## src/rtl/rf_wport_arbiter.sv

```systemverilog
// rtl/rf_wport_arbiter.sv - regfile write-port arbiter between writeback and a buffered MDU result FIFO
module rf_wport_arbiter #(
  parameter int N          = 5,
  parameter int M          = 32,
  parameter int DEPTH      = 2,
  parameter int STARVE_MAX = 4
) (
  input  logic         clk,
  input  logic         rst_n,
  input  logic         wb_we,
  input  logic [N-1:0] wb_addr,
  input  logic [M-1:0] wb_data,
  input  logic         mdu_valid,
  output logic         mdu_ready,
  input  logic [N-1:0] mdu_addr,
  input  logic [M-1:0] mdu_data,
  input  logic         issue_valid,
  input  logic [N-1:0] issue_addr,
  input  logic [N-1:0] chk_a1,
  input  logic [N-1:0] chk_a2,
  output logic         chk_busy1,
  output logic         chk_busy2,
  output logic         stall_wb,
  output logic         rf_we3,
  output logic [N-1:0] rf_a3,
  output logic [M-1:0] rf_wd3
);

  localparam int NREG = 1 << N;
  localparam int AW   = $clog2(DEPTH);
  localparam int CW   = $clog2(STARVE_MAX + 1);

  logic [N-1:0]    q_addr [DEPTH];
  logic [M-1:0]    q_data [DEPTH];
  logic [AW-1:0]   rd_ptr, wr_ptr;
  logic [AW:0]     count;
  logic [CW-1:0]   cnt;
  logic [NREG-1:0] pending, pending_nxt;

  logic         empty, full, push, pop, force_mdu;
  logic         head_grant, wb_grant;
  logic [N-1:0] head_addr;
  logic [M-1:0] head_data;

  assign empty     = (count == '0);
  assign full      = (count == (AW+1)'(DEPTH));
  assign mdu_ready = !full;
  assign push      = mdu_valid && !full;
  assign pop       = head_grant;
  assign head_addr = q_addr[rd_ptr];
  assign head_data = q_data[rd_ptr];
  assign force_mdu = !empty && (cnt >= CW'(STARVE_MAX));

  always_comb begin
    head_grant = 1'b0;
    wb_grant   = 1'b0;
    stall_wb   = 1'b0;
    if (force_mdu) begin
      head_grant = 1'b1;
      stall_wb   = wb_we;
    end else if (wb_we) begin
      wb_grant = 1'b1;
    end else if (!empty) begin
      head_grant = 1'b1;
    end
  end

  always_comb begin
    rf_a3  = '0;
    rf_wd3 = '0;
    if (head_grant) begin
      rf_a3  = head_addr;
      rf_wd3 = head_data;
    end else if (wb_grant) begin
      rf_a3  = wb_addr;
      rf_wd3 = wb_data;
    end
  end

  // Writes to r0 still consume the grant; they just never reach the regfile.
  assign rf_we3 = (head_grant || wb_grant) && (rf_a3 != '0);

  always_ff @(posedge clk) begin
    if (push) begin
      q_addr[wr_ptr] <= mdu_addr;
      q_data[wr_ptr] <= mdu_data;
    end
  end

  always_ff @(posedge clk or negedge rst_n) begin
    if (!rst_n) begin
      rd_ptr <= '0;
      wr_ptr <= '0;
      count  <= '0;
    end else begin
      if (push) wr_ptr <= wr_ptr + AW'(1);
      if (pop)  rd_ptr <= rd_ptr + AW'(1);
      unique case ({push, pop})
        2'b10:   count <= count + (AW+1)'(1);
        2'b01:   count <= count - (AW+1)'(1);
        default: count <= count;
      endcase
    end
  end

  always_ff @(posedge clk or negedge rst_n) begin
    if (!rst_n) begin
      cnt <= '0;
    end else if (empty || head_grant) begin
      cnt <= '0;
    end else if (cnt < CW'(STARVE_MAX)) begin
      cnt <= cnt + CW'(1);
    end
  end

  // Set after clear so a same-cycle reissue to the retiring register stays pending.
  always_comb begin
    pending_nxt = pending;
    if (head_grant) pending_nxt[head_addr] = 1'b0;
    if (issue_valid && (issue_addr != '0)) pending_nxt[issue_addr] = 1'b1;
    pending_nxt[0] = 1'b0;
  end

  always_ff @(posedge clk or negedge rst_n) begin
    if (!rst_n) pending <= '0;
    else        pending <= pending_nxt;
  end

  assign chk_busy1 = pending[chk_a1] && !(head_grant && (head_addr == chk_a1));
  assign chk_busy2 = pending[chk_a2] && !(head_grant && (head_addr == chk_a2));

endmodule

```

## config.mk

```make
export PLATFORM = sky130hd
export DESIGN_NAME = rf_wport_arbiter
export DESIGN_NICKNAME = d
export VERILOG_FILES = /design/src/rtl/rf_wport_arbiter.sv
export SDC_FILE = /design/constraint.sdc
export NUM_CORES = 1
export LEC_CHECK = 0
export ABC_AREA = 1
export BUFFER_PORTS_ARGS = -buffer_cell sky130_fd_sc_hd__buf_2
export CAP_MARGIN = 20
export CORE_ASPECT_RATIO = 0.7
export CORE_MARGIN = 8
export CORE_UTILIZATION = 49
export CTS_CLUSTER_DIAMETER = 40
export DETAILED_ROUTE_END_ITERATION = 10
export GPL_TIMING_DRIVEN = 0
export PLACE_DENSITY = 0.85
export SLEW_MARGIN = 20
export SYNTH_ARGS = -nofsm -noshare
export SYNTH_HDL_FRONTEND = slang
export SYNTH_SLANG_ARGS = --single-unit
```

## constraint.sdc

```tcl
create_clock -name clk -period 2.5 [get_ports clk]
set_input_delay 0.125 -clock clk [delete_from_list [all_inputs] [get_ports clk]]
set_output_delay 0.125 -clock clk [all_outputs]
set_load 0.005 [all_outputs]
```

==> impl_metrics.yaml, run 1 <==
status:
  outcome: "completed"
floorplan:
  rows: 32
  initial_core_util: 0.507
  die_h_um: 106
  num_io_pins: 136
  design.die.area_sq_um: 15200
  die_x_um: 144
  coreArea_sq_um: 11100
timing:
  finalHoldViolations: 0
  drv_slew: 0
  setup_viol: 0
  fmax_mhz: 435
  worst_slew_pin_slew_ps: 837
  finClkSkew_ps: 18.6
  fin_setup_tns_ps: 0
  setup_ws_ps: 202
  holdWs_ps: 25.2
  period_minus_slack_ps: 2300
  relSlewSlack: 0.442
  min_period_over_period: 0.919
placement:
  pre_cts_ws_ps: 422
  io_buffers: 134
  placed_area_sq_um: 6560
  dp_hpwl_um: 11900
  finalWeightedCongestion: 0.935
synthesis:
  syn_nets: 729
  ys_seq_area_frac: 0.564
  synth_area_leaders: "edfxtp_1 (39%), dfrtp_1 (17%), nand2_1 (12%)"
  yosysMostFrequentCell: "nand2_1"
  ys_async_sr_fraction: 0.339
  syn_area_per_cell_sq_um: 8.89
  synth_cells: 633
  ys_top_cells_by_count: "nand2_1 (179), edfxtp_1 (74), nand3_1 (65), o21ai_0 (65), inv_1 (50)"
  synth_enable_flop_cells: 74
  ys.flop_type: "edfxtp_1"
  synth_warnings: 0
  synth_seq_cells: 112
  synth_area_sq_um: 5630
  yosys.area.top_type: "edfxtp_1"
  synth.distinct_cells: 26
  netlist.area_leader.share: 0.395
setup_path:
  path_buf_inv: 2
  critPathRequiredTime_ps: 2380
  slowest_delay_ps: 580
  startpoint_type: "flip-flop"
  path_class: "flip-flop to output pin"
  cp_slowest_cell: "o21ai_1"
  crit_path_end_kind: "output pin"
  path_cells: "buf_6 > o21ai_1 > o21ai_0 > nor2_1 > nand2_1 > buf_2"
  cp_max_fo: 10
  crit_family: "compound AO/OA/AOI/OAI gates"
  worst_ep_arrival_time_ps: 2170
layout:
  final_nets: 914
  fin_area_sq_um: 7250
  insertedDiodeCount: 0
  drive_above_1_share: 0.244
  nFillCells: 883
  area_growth_pct: 28.8
  postLayoutCoreUtil: 0.654
route:
  drcViolationCount: 0
  drt_iter0_drc: 636
  ant_nets: 0
  wl_per_cell_um: 17.5
  vias_per_cell: 5.49
  totalWireLength_um: 17100
  first_pass_iters: 5
  route.vias.total: 5361
global_routing:
  gr-usage-all-layers: 0.229
  grt_overflow: 0
  antenna_found_initial: 1
  grt_max_degree: 39
  grt_pass1_vias: 5445
  grt_pass1_wl_um: 27500
clock_tree:
  path_clk_slew_ps: 80
  htree_levels: 3
  clock_latency_ps: 370
  clkSinkCount: 112
  clockBufferDepth: 2
  cts_tree: "yes"
  ctsRootBufferMaster: "clkbuf_16"
  cts_buffers: 9
job:
  drv_cap: 0
power:
  ir_drop_uv: 505
  p_leak_uw: 0.00321
  power.density_nw_per_um2: 1000
worst_hold_path:
  hp-class: "input pin to flip-flop"
-- sequential cells by signal, summed over array words and instances, names as in the netlist --
| signal | cells |
|---|---|
| pending | 31 |
| wr_ptr | 1 |
| cnt | 3 |
| q_data | 64 |
| count | 2 |
| rd_ptr | 1 |
| q_addr | 10 |
-- layout make-up --
type | count | area, sq um | area share
multi-input combinational | 440 | 2150 | 0.296
clock buffer | 9 | 225 | 0.0311
sequential | 112 | 3170 | 0.438
buffer | 28 | 125 | 0.0173
clock inverter | 7 | 81.3 | 0.0112
timing repair buffer | 174 | 1110 | 0.153
inverter | 53 | 199 | 0.0274
tap | 153 | 191 | 0.0264
-- cell usage in the layout (no fill, tap or decap), types with 2 or more instances in the layout --
master / synthesis / routed
a21oi_1: 35 / 35
a31o_2: 32 / 32
buf_1: 5 / 5
buf_16: 0 / 2
buf_2: 4 / 138
buf_6: 2 / 2
clkbuf_1: 17 / 17
clkbuf_16: 0 / 9
clkinv_1: 2 / 2
clkinv_4: 0 / 2
dfrtp_1: 38 / 38
dlygate4sd3_1: 0 / 38
edfxtp_1: 74 / 74
ha_1: 2 / 2
inv_1: 50 / 50
inv_8: 0 / 2
nand2_1: 179 / 179
nand3_1: 65 / 65
nand3_2: 4 / 4
nor2_1: 32 / 30
nor2_4: 0 / 2
nor3_1: 2 / 2
o211ai_1: 5 / 5
o21ai_0: 65 / 65
o21ai_1: 11 / 10
o21ai_2: 2 / 3
xor2_1: 2 / 2
-- where the power goes --
group          switching [uW]  leakage (uW)  internal, uW  total [uW]
logic                    1830       0.00192          1050        2880
clock network             731      0.000150           720        1450
registers                 316       0.00114          2600        2920
total                    2880       0.00321          4370        7250
-- metal layers --
metal / global-route usage / share of wire
met1: 0.287 / 0.40
met2: 0.373 / 0.48
met3: 0.0626 / 0.099
met4: 0.0815 / 0.024
met5: 0 / 0.00047
-- path summary, 6_finish.rpt --
check                               from  slack [ps]          end  depth (start not counted)
max in group asynchronous          rst_n        1570  pending[22]                          2
max reg2reg                       rd_ptr         390  pending[16]                          5
max                               rd_ptr         200       rf_we3                          6
min                        issue_addr[0]          30  pending[30]                          2
min in group asynchronous          rst_n         400   pending[1]                          2
min reg2reg                       cnt[0]         440       cnt[0]                          1
-- cells by family (layout without fill, tap and decap cells) --
group / Yosys count / count (layout) / share of synthesized area
AND/OR/NAND/NOR: 284 / 284 / 0.210
AO/OA/AOI/OAI: 151 / 151 / 0.160
flip-flops: 112 / 112 / 0.564
adder cells (fa/ha/maj): 2 / 2 / 0.00445
XOR/XNOR: 3 / 3 / 0.00467
buffers and inverters: 81 / 271 / 0.0576
-- worst reg2reg max path: cells and delay by family, from the launching register on --
kind	cells	cell delay [ps]
AO/OA/AOI/OAI	3	1040
buffers and inverters	1	190
flip-flops	1	470
AND/OR/NAND/NOR	1	290
-- what timing repair did --
action | CTS | global route
resized for setup | 0 | 1
setup buffers | 0 | 0
hold buffers | 38 | 0
setup endpoints to repair | 0 | 1
endpoints found under the hold margin | 112 | 0
-- per-stage QoR --
stage / total power (uW) / std cells
after floorplan: 4620 / 633
after global placement: 5520 / 920
after detailed placement: 5680 / 922
after CTS: 7180 / 976
after global routing: 7710 / 976
final: 7250 / 976
Power figures use the tool's default switching activity.
==> inputs of run 2 (changes only) <==
--- a/config.mk
+++ b/config.mk
@@ -5,16 +5,16 @@
 export SDC_FILE = /design/constraint.sdc
 export NUM_CORES = 1
 export LEC_CHECK = 0
-export ABC_AREA = 1
 export BUFFER_PORTS_ARGS = -buffer_cell sky130_fd_sc_hd__buf_2
 export CAP_MARGIN = 20
 export CORE_ASPECT_RATIO = 0.7
 export CORE_MARGIN = 8
-export CORE_UTILIZATION = 49
+export CORE_UTILIZATION = 48
 export CTS_CLUSTER_DIAMETER = 40
 export DETAILED_ROUTE_END_ITERATION = 10
 export GPL_TIMING_DRIVEN = 0
-export PLACE_DENSITY = 0.85
+export PLACE_DENSITY = 0.84
+export RECOVER_POWER = 100
 export SLEW_MARGIN = 20
 export SYNTH_ARGS = -nofsm -noshare
 export SYNTH_HDL_FRONTEND = slang
==> constraint.sdc (replaced) <==
create_clock -name clk -period 2.5 [get_ports clk]
set_input_delay 0.125 -clock clk [delete_from_list [all_inputs] [get_ports clk]]
set_output_delay 0.125 -clock clk [all_outputs]
set_load 0.02 [all_outputs]
==> run 2 against run 1 <==
Compared with the run above: utilization is 2.5 points lower; fmax is 5.2% lower; clock skew is 8.1 ps lower; via count is 20% lower; clock power is 9.7% lower; area after synthesis is 4.4% lower; critical path depth is 1 higher; worst setup slack worse by 130 ps; sequential share of layout area is 2.2 points higher.
==> impl_metrics.yaml, run 2 <==
setup_path:
  cp_max_fo: 10
  worstSetupStartpoint: "rd_ptr"
  worst_ep_arrival_time_ps: 2300
  timing.critical_path.to: "chk_busy1"
  ff2ff_setup_slack_ps: 220
  critPathRequiredTime_ps: 2380
  crit_path_end_kind: "output pin"
  path_class: "flip-flop to output pin"
  rr_worst_depth: 3
  startpoint_type: "flip-flop"
  path_cells: "buf_4 > mux2_2 > xnor2_1 > nand4_1 > nor3_1 > a311oi_1 > buf_2"
  path_buf_inv: 2
  slowest_delay_ps: 460
  crit_family: "buffers and inverters"
  r2r_end: "q_data[1][29]"
  cp_slowest_cell: "mux2_2"
  cp.depth: 7
  timing.rr.start: "count[0]"
timing:
  fin_setup_tns_ps: 0
  relSlewSlack: 0.357
  finalHoldViolations: 0
  fmax_mhz: 412
  holdWs_ps: 87.6
  finClkSkew_ps: 10.5
  worst_slew_pin_slew_ps: 963
  rsz0062_at_grt: "no"
  setup_viol: 0
  period_minus_slack_ps: 2420
  min_period_over_period: 0.970
  drv_slew: 0
global_routing:
  gr-usage-all-layers: 0.195
  antenna_found_initial: 0
  grt_pass1_wl_um: 22900
  grt_pass1_vias: 4419
  grt_overflow: 0
  grt_max_degree: 39
floorplan:
  num_io_pins: 136
  design.die.area_sq_um: 14900
  die_x_um: 143
  coreArea_sq_um: 11000
  initial_core_util: 0.490
  rows: 32
  die_h_um: 105
layout:
  layout_commonest_cell: "o21ai_0"
  fin_area_sq_um: 6900
  layout_common_cells: "o21ai_0 (91), edfxtp_1 (74), buf_2 (71)"
  largestRegisters: "q_data x64, pending x31, q_addr x10"
  fin_cells: 773
  postLayoutCoreUtil: 0.629
  multi_input_area_sq_um: 2080
  final_nets: 711
  nFillCells: 866
  largest_reg_flops: 64
  area_growth_pct: 28.2
  drive_above_1_share: 0.231
  top_register: "q_data"
  insertedDiodeCount: 0
  regArea_sq_um: 3170
power:
  ir_drop_uv: 564
  p_leak_uw: 0.00275
  pwr-share-seq: 0.425
  pwr-share-clk: 0.190
  power.density_nw_per_um2: 999
  power.internal_uw: 4360
  combPwrFrac: 0.385
  switching_power_uw: 2530
  p_sw_frac: 0.367
synthesis:
  ys_top_cells_by_count: "o21ai_0 (90), edfxtp_1 (74), mux2i_1 (50)"
  synth_warnings: 0
  ys_async_sr_fraction: 0.339
  synth_area_sq_um: 5380
  ys_seq_area_frac: 0.590
  syn_area_per_cell_sq_um: 12.4
  yosysMostFrequentCell: "o21ai_0"
  synth.distinct_cells: 52
  syn_nets: 531
  synth_seq_cells: 112
  netlist.area_leader.share: 0.413
  yosys.area.top_type: "edfxtp_1"
  synth_area_leaders: "edfxtp_1 (41%), dfrtp_1 (18%), mux2i_1 (9.3%)"
  synth_enable_flop_cells: 74
  ys.flop_type: "edfxtp_1"
  synth_cells: 435
placement:
  dp_hpwl_um: 10300
  io_buffers: 128
  finalWeightedCongestion: 0.924
  placedCellCount: 718
  placed_area_sq_um: 6280
clock_tree:
  clock_latency_ps: 340
  clkSinkCount: 112
  htree_levels: 3
  ctsRootBufferMaster: "clkbuf_16"
  cts_buffers: 9
  path_clk_slew_ps: 70
  cts_tree: "yes"
  clockBufferDepth: 2
route:
  highest_layer: "met4"
  wl_per_cell_um: 18.8
  first_pass_iters: 7
  route.vias.total: 4290
  wl_met2_um: 7070
  drcViolationCount: 0
  vias_per_cell: 5.55
  drt-met1-wl_um: 5840
  drt_iter0_drc: 346
  totalWireLength_um: 14500
  ant_nets: 0
  met3WireLength_um: 1370
job:
  drv_cap: 0
worst_hold_path:
  hp-class: "input pin to flip-flop"
status:
  outcome: "completed"
## run 2: cell types whose count changed after synthesis, sizes merged, moves of 7 or more
cell    change
nand3      -60
inv        -45
nor2       -21
xnor2       +8
a21oi      -34
a31o       -32
o21ai      +14
mux4        +7
nand3b      +9
clkbuf      -9
nor2b       +8
nand2     -131
mux2i      +52
## run 2: cell families after synthesis
family | Yosys count | synth area share
XOR/XNOR | 15 | 0.0244
adder cells (fa/ha/maj) | 2 | 0.00465
AO/OA/AOI/OAI | 112 | 0.119
AND/OR/NAND/NOR | 103 | 0.0933
multiplexers | 63 | 0.140
buffers and inverters | 28 | 0.0293
flip-flops | 112 | 0.590
## run 2: power by group through the flow
stage	combinational (uW)	clock, uW	sequential, uW
2_1_floorplan	1770	0	2840
3_3_place_gp	2430	0	2930
3_5_place_dp	2590	0	2940
4_1_cts	2650	1340	2910
5_1_grt	2880	1420	2990
6_report	2650	1310	2930
## run 2: layout make-up
class | instances | share of cell area
buffer | 22 | 0.0196
clock buffer | 10 | 0.0332
clock inverter | 6 | 0.00617
inverter | 6 | 0.00327
multi-input combinational | 295 | 0.302
sequential | 112 | 0.460
tap | 153 | 0.0278
timing repair buffer | 169 | 0.148
## run 2: worst min path at each step
stage | endpoint | from | cells after the start
after global placement | pending[3] | rst_n | 1
final | cnt[0] | wb_we | 3
after floorplan | cnt[0] | rst_n | 0
after global routing | cnt[0] | wb_we | 3
after CTS | cnt[0] | wb_we | 3
after detailed placement | cnt[2] | rst_n | 1
## run 2: tightest hold or removal path, stage by stage
cell and delay, ps:
buf_2 110, nand2_1 100, nor3_1 60
## run 2: through the flow
stage	setup slack (ps)	total power (uW)
2_1_floorplan	310	4620
3_3_place_gp	-156	5360
3_5_place_dp	346	5530
4_1_cts	50.2	6900
5_1_grt	10.9	7290
6_report	75.0	6890
## run 2: layer usage
metal,GRT usage,up-vias
met5,0,-
met4,0.0703,0
met3,0.0605,20
met2,0.320,225
met1,0.239,2046
li1,-,1999
## run 2: repair_timing
item / 4_1_cts / 5_1_grt
endpoints found under the hold margin: 112 / 0
hold buffers: 38 / 0
setup endpoints to repair: 1 / 31
gates resized for setup: 1 / 4
buffers inserted: 0 / 1
